## config.mk

```make
export PLATFORM = sky130hd
export DESIGN_NAME = rpsd_arb
export DESIGN_NICKNAME = d
export VERILOG_FILES = /design/src/rtl/rpxx_pkg.sv /design/src/rtl/rpsd_rrpri.sv /design/src/rtl/rpsd_arb.sv
export SDC_FILE = /design/constraint.sdc
export NUM_CORES = 1
export LEC_CHECK = 0
export ABC_AREA = 1
export BUFFER_PORTS_ARGS = -buffer_cell sky130_fd_sc_hd__clkbuf_2
export CAP_MARGIN = 20
export CORE_MARGIN = 2
export CORE_UTILIZATION = 50
export DETAILED_ROUTE_END_ITERATION = 10
export MAX_ROUTING_LAYER = met4
export PLACE_DENSITY = 0.75
export SLEW_MARGIN = 20
export SYNTH_ARGS = -nofsm -noshare
export SYNTH_HDL_FRONTEND = slang
export SYNTH_SLANG_ARGS = --single-unit
export TNS_END_PERCENT = 30
```

## constraint.sdc

```tcl
create_clock -name clk -period 5.9 [get_ports clk]
set_clock_uncertainty 0.1 [all_clocks]
set_input_delay 0 -clock clk [delete_from_list [all_inputs] [get_ports clk]]
set_output_delay 0 -clock clk [all_outputs]
set_load 0.01 [all_outputs]
```

## src/rtl/rpxx_pkg.sv

```systemverilog
// Shared definitions for the RP drive / SD controller arbitration logic.
package rpxx_pkg;

  typedef enum logic [2:0] {
    ST_IDLE  = 3'd0,
    ST_START = 3'd1,
    ST_BUSY  = 3'd2,
    ST_ACK   = 3'd3,
    ST_DLY   = 3'd4
  } rpsd_state_t;

  localparam logic [23:0] RPSD_TIMEOUT_DEF = 24'd10000000;
  localparam logic [2:0]  RPSD_LAST_RST    = 3'd7;

endpackage

```

## src/rtl/rpsd_rrpri.sv

```systemverilog
// Rotating-priority search: first set request at or above base_i, wrapping mod 8.
module rpsd_rrpri (
  input  logic [7:0] req_i,
  input  logic [2:0] base_i,
  output logic       valid_o,
  output logic [2:0] idx_o
);

  logic [15:0] dbl;
  logic [7:0]  rot;
  logic [2:0]  off;

  // Rotate so that base_i lands on bit 0, then take the lowest set bit.
  always_comb begin
    dbl = {req_i, req_i} >> base_i;
    rot = dbl[7:0];
    off = 3'd0;
    for (int i = 7; i >= 0; i--) begin
      if (rot[i]) off = 3'(i);
    end
    valid_o = |req_i;
    idx_o   = base_i + off;
  end

endmodule

```

## src/rtl/rpsd_arb.sv

```systemverilog
// Round-robin arbiter sharing one SD controller among eight RP drives,
// with a BUSY watchdog and Massbus INIT clear.
module rpsd_arb
  import rpxx_pkg::*;
#(
  parameter logic [23:0] TIMEOUT = RPSD_TIMEOUT_DEF
) (
  input  logic        clk,
  input  logic        rst,
  input  logic        clr,
  input  logic [7:0]  rpSDREQ,
  output logic [7:0]  rpSDACK,
  output logic [2:0]  sdSCAN,
  output logic        sdGO,
  input  logic        sdDONE,
  output logic        sdABORT,
  output logic        sdBUSY,
  output logic        sdTMO,
  output rpsd_state_t dbg_state
);

  // Handshake: a drive holds rpSDREQ[n] as a level until it sees a one-cycle
  // rpSDACK[n]; the SD side gets a one-cycle sdGO and answers with a
  // one-cycle sdDONE, or is cut short by a one-cycle sdABORT.

  rpsd_state_t state_q, state_d;
  logic [2:0]  scan_q, scan_d;
  logic [2:0]  last_q, last_d;
  logic [23:0] cnt_q, cnt_d;
  logic        tmo_q, tmo_d;
  logic [7:0]  ack_q, ack_d;
  logic        go_q, go_d;
  logic        abort_q, abort_d;
  logic        busy_q, busy_d;

  logic        grant_valid;
  logic [2:0]  grant_idx;

  rpsd_rrpri u_rrpri (
    .req_i   (rpSDREQ),
    .base_i  (last_q + 3'd1),
    .valid_o (grant_valid),
    .idx_o   (grant_idx)
  );

  always_comb begin
    state_d = state_q;
    scan_d  = scan_q;
    last_d  = last_q;
    cnt_d   = cnt_q;
    tmo_d   = tmo_q;
    ack_d   = 8'd0;
    go_d    = 1'b0;
    abort_d = 1'b0;

    unique case (state_q)
      ST_IDLE: begin
        if (grant_valid) begin
          scan_d  = grant_idx;
          state_d = ST_START;
        end
      end
      ST_START: begin
        go_d    = 1'b1;
        cnt_d   = 24'd0;
        state_d = ST_BUSY;
      end
      ST_BUSY: begin
        cnt_d = cnt_q + 24'd1;
        // A completion in the final watchdog cycle still counts as success.
        if (sdDONE) begin
          state_d = ST_ACK;
        end else if (cnt_q == TIMEOUT - 24'd1) begin
          abort_d = 1'b1;
          tmo_d   = 1'b1;
          state_d = ST_ACK;
        end
      end
      ST_ACK: begin
        ack_d   = 8'd1 << scan_q;
        last_d  = scan_q;
        state_d = ST_DLY;
      end
      ST_DLY: begin
        state_d = ST_IDLE;
      end
      default: begin
        state_d = ST_IDLE;
      end
    endcase

    if (clr) begin
      abort_d = (state_q == ST_START) || (state_q == ST_BUSY);
      state_d = ST_IDLE;
      last_d  = RPSD_LAST_RST;
      cnt_d   = 24'd0;
      tmo_d   = 1'b0;
      ack_d   = 8'd0;
      go_d    = 1'b0;
    end

    busy_d = (state_d == ST_START) || (state_d == ST_BUSY) || (state_d == ST_ACK);
  end

  always_ff @(posedge clk or negedge rst) begin
    if (!rst) begin
      state_q <= ST_IDLE;
      scan_q  <= 3'd0;
      last_q  <= RPSD_LAST_RST;
      cnt_q   <= 24'd0;
      tmo_q   <= 1'b0;
      ack_q   <= 8'd0;
      go_q    <= 1'b0;
      abort_q <= 1'b0;
      busy_q  <= 1'b0;
    end else begin
      state_q <= state_d;
      scan_q  <= scan_d;
      last_q  <= last_d;
      cnt_q   <= cnt_d;
      tmo_q   <= tmo_d;
      ack_q   <= ack_d;
      go_q    <= go_d;
      abort_q <= abort_d;
      busy_q  <= busy_d;
    end
  end

  assign rpSDACK   = ack_q;
  assign sdSCAN    = scan_q;
  assign sdGO      = go_q;
  assign sdABORT   = abort_q;
  assign sdBUSY    = busy_q;
  assign sdTMO     = tmo_q;
  assign dbg_state = state_q;

endmodule
```

* After elaboration in Yosys (flattened, before gate mapping) *
Index checks and enable logic that the tools add are counted.

word-level totals
  logic and storage cells = 62
  register bits after elaboration = 45

operators by class
  mux-type cells = 29
  reductions and logical operators = 11
  shift-type cells = 2
  equality and inequality tests = 8
  add/sub/neg operators = 3

operators by type and width
  cell                                                                   count
  24-bit case mux with 2 select lines                                    1
  3-bit two-way mux                                                      14
  24-bit by 1-bit adder with 24-bit output, second input constant        1
  24-bit equality test, second input constant                            1
  24-bit two-way mux                                                     1
  8-bit two-way mux                                                      2
  16-bit by 3-bit right shift with 8-bit output                          1
  3-bit by 2-bit equality test with 1-bit output, second input constant  4
  3-bit case mux with 4 select lines                                     1
  1-bit two-way mux                                                      10
  8-bit OR reduction                                                     1
  1-bit by 3-bit << shifter with 8-bit output, first input constant      1
  3-bit by 1-bit equality test with 1-bit output, second input constant  2
  2-bit nonzero test                                                     3
  3-bit by 1-bit adder with 3-bit output, second input constant          1
  3-bit adder                                                            1
  3-bit zero test                                                        1
  1-bit logical OR                                                       3
  3-bit AND reduction                                                    1
  3-bit nonzero test                                                     1
  2-bit inequality test, second input constant                           1
  2-bit AND reduction                                                    1

* Longest topological paths before layout *
  word-level depth = 11
  gate-level depth with buffers = 21
  mapped depth without buffers = 21

* Hierarchy *
From an unflattened synthesis, not the netlist that was laid out.

unflattened totals
  cells, all modules = 413
  area total of the unflattened synthesis = 3026.7 µm²

by module, submodules not included
  module      area each (µm²)  cells each  instances
  rpsd_arb    2494.9           315         1
  rpsd_rrpri  531.8            98          1

* Worst setup path before layout *
Ideal clock, no wire load.

  path kind = register -> register
  from = reg last_q[0]
  to = reg scan_q[2] (netlist: sdSCAN[2])
  slack = 3.155 ns
  data arrival time = 2.580 ns
  period minus slack after synthesis = 2.745 ns
  stages on the path, launching flop included = 22
  cells stage by stage = dfstp_2 ha_1 buf_6 inv_2 nand3_1 nand2_1 nand2_1 nand2_1 nand2_1 nand2_1 nand2_1 nand2_1 nand2_1 a21oi_1 ha_1 inv_1 fa_1 xnor2_1 inv_1 nand3_1 nand3_1 nand2_1

between the ends
  longest elaborated chain between the ends = 11

ends and longest elaborated chain
  item                                           line              text
  start, declared                                rpsd_arb.sv:28    logic [2:0] last_q, last_d;
  start signal, assigned                         rpsd_arb.sv:119   last_q <= last_d;
  3-bit by 1-bit adder with 3-bit output (*)     rpsd_arb.sv:41    .base_i (last_q + 3'd1),
  16-bit by 3-bit right shift with 8-bit output  rpsd_rrpri.sv:15  dbl = {req_i, req_i} >> base_i;
  3-bit two-way mux (8 in a row)                 rpsd_rrpri.sv:19  if (rot[i]) off = 3'(i);
  3-bit adder (*)                                rpsd_rrpri.sv:22  idx_o = base_i + off;
  end signal, assigned                           rpsd_arb.sv:118   scan_q <= scan_d;
  end, declared                                  rpsd_arb.sv:27    logic [2:0] scan_q, scan_d;

Mark *: on every way between the ends. The rest lies on a longest branch, timed or not.
A chain may end at the register's enable or synchronous reset.

* Worst setup path after layout *
Same ends and word-level chain as after synthesis.

==> metrics.cfg <==
[status]
outcome=finished, final reports clean

[die]
rows=27
dieArea_um2=6370
die_w_um=79.8
ios=30
die_h_um=79.8
core_region_area_um2=5540
initial_core_util_pct=51.9

[clock_tree]
cts_tree=yes
clock_latency_ps=300
cts_buffers=5
clockBufferDepth=2
post_cts_buffers=0
cts_resized=0
cts_root_buf=clkbuf_8
clkSinkCount=45
htree_levels=2
cts_hold_buffers=4
path_clk_slew_ps=90

[logic_synthesis]
post_synth.cell_area_avg_um2=7.50
yosysTopAreaCellShare_pct=36.6
netlist_area_um2=2870
synth_seq_area_share_pct=39.3
synth_seq_cells=45
synthesis.nets=399
synth_cell_types=42
syn_inst=383
synth_top_cell_by_area=dfrtp_1
yosys_warnings=0
synth.area.top_cells=dfrtp_1 (37%), nand2_1 (15%), nand3_1 (6.6%)

[hold_path]
hold_class=input port to asynchronous set/reset pin

[finish]
nets=433
syn2layout_area_growth_pct=11.5
drive_gt1_share_pct=21.1
diodes=0
fill_cells=515
stdcell_area_um2=3200

[routing]
drcViolationCount=0
avgViaCountPerCell=5.19
drt-total-wl_mm=6.13
wl_per_cell_um=12.5
drt_pass1_iterations=5
drt_iter0_drc=153
antenna_left=0
via_count=2544

[setup_path]
crit_path_max_fanout=12
startpoint=last_q[0]$_DFFE_PN1P_
crit_slowest_cell=dfstp_2
critical_path_class=flop to flop
critical_path.startpoint_type=flop
cp_common_cell=nand2_1
required_ps=6040
r2r_start=last_q[0]$_DFFE_PN1P_
slowest_delay_ps=660
crit_arrival_ps=3320
crit_chain=ha_1 -> inv_1 -> nand2_1 -> nand2_1 -> inv_1 -> nand3_1 -> nand2_1 -> inv_1 -> nand2_1 -> nand2_1 -> nand2_1 -> nand2_1 -> a21oi_1 -> ha_1 -> inv_1 -> fa_1 -> xnor2_1 -> inv_1 -> nand3_1 -> nand3_1 -> nand2_1
setup.worst_path.end_class=flop

[run]
cap_violations=0

[power]
ir_drop_uv=119
p_per_area_nw_per_um2=250
p_leak_nw=1.53

[timing]
finalSetupTns_ps=0
postLayoutSetupSlackWorst_ps=2720
final-setup-viol-count=0
fmax_mhz=315
fin_crit_ps=3180
tightestPinTransition_ps=560
rsz0062_at_grt=false
slew_headroom_pct=62.7
fin_crit_sh_pct=53.9
hold_viol_final=0
slew_viol_final=0

[global_route]
grt.total_usage_pct=21.7
grt_max_degree=46
grt_overflow=0
antenna_found_initial=0
grt_pass1_wl_mm=10.7
first_global_vias=2333

[place]
dp_hpwl_mm=4.66
dp_slack_ps=2750
place_area_um2=3050
port_buffers=29
gp_congestion=0.855

[cell usage after synthesis (all sizes together)]
cell	n
a21oi	19
a22o	1
a22oi	2
o21bai	1
clkinv	1
a32o	1
o21ai	13
inv	44
nor2	38
fa	1
nand2	123
nor4	4
o22ai	5
nand3	41
nor3	16
nor3b	1
dfstp	3
o22a	1
nand4	6
ha	3
a31oi	4
o21a	1
dfrtp	42
xnor2	3
or2	2
o32ai	1
buf	6
[cell usage in the layout (no fill, tap or decap), drive strengths merged, types with 5 or more instances in the layout]
| cell | n |
|---|---|
| nand3 | 41 |
| nor3 | 16 |
| o21ai | 13 |
| nor2 | 38 |
| a21oi | 19 |
| inv | 45 |
| clkbuf | 33 |
| nand2 | 123 |
| nand4 | 6 |
| dfrtp | 42 |
| o22ai | 5 |
[registers in the layout (all words and copies together), names as in the netlist]
signal and flops:
cnt_q 24, rpSDACK 8, dbg_state 3, last_q 3, sdSCAN 3, sdABORT 1
sdBUSY 1, sdGO 1, sdTMO 1
[path summary, 6_finish.rpt]
path / endpoint / slack [ps] / depth (start not counted)
min in group clk: sdSCAN[0]$_DFFE_PN0P_ / 320 / 5
setup / recovery: sdSCAN[2]$_DFFE_PN0P_ / 2720 / 21
setup reg to reg: sdSCAN[2]$_DFFE_PN0P_ / 2720 / 21
hold / removal: cnt_q[12]$_DFFE_PN0P_ / 130 / 2
hold reg to reg: last_q[2]$_DFFE_PN1P_ / 400 / 2
max in group asynchronous: cnt_q[16]$_DFFE_PN0P_ / 5180 / 2
[routing by layer]
metal | global-route usage, % | wire length (µm)
met5 | - | 0
met1 | 31.0 | 3100
met4 | 4.92 | 61
met3 | 3.51 | 322
met2 | 32.5 | 2640
[cells by family (layout without fill, tap and decap cells)]
kind of cell	count (synthesis)	count (layout)	synth area share, %
simple gates	231	231	38.5
buf+inv	51	86	8.14
compound gates	49	49	11.1
flops	45	45	39.3
fa+ha+maj	4	4	2.00
xor+xnor	3	3	0.915
[worst max-delay path, delay by kind of cell, from the launching register on]
family,cells,cell delay [ps]
buf+inv,5,440
flops,1,660
fa+ha+maj,3,720
compound gates,1,120
simple gates,11,870
xor+xnor,1,200
[power by group]
part           total, mW  leakage (nW)  internal [mW]  switching, mW
combinational      0.220         0.864         0.0703          0.149
clock              0.235        0.0585          0.127          0.108
sequential         0.346         0.610          0.327         0.0182
[area by class of cell]
cell class	count	area, µm²	share of cell area [%]
Clock inverter	3	43.8	1.37
Sequential cell	45	1130	35.3
Multi-Input combinational cell	287	1510	47.1
Inverter	45	173	5.39
Timing Repair Buffer	33	188	5.86
Clock buffer	5	68.8	2.15
Tap cell	72	90.1	2.81
[per-stage QoR]
step / util (%) / hold WS (ps) / total power [mW] / cells
6_report: 57.8 / 130 / 0.801 / 490
5_1_grt: 57.8 / 192 / 0.859 / 490
4_1_cts: 57.7 / 303 / 0.806 / 490
3_5_place_dp: 55.0 / 162 / 0.569 / 478
3_3_place_gp: 55.0 / 147 / 0.567 / 478
2_1_floorplan: - / -396 / 0.511 / 383
No activity file was read; power rests on OpenSTA's default activity.
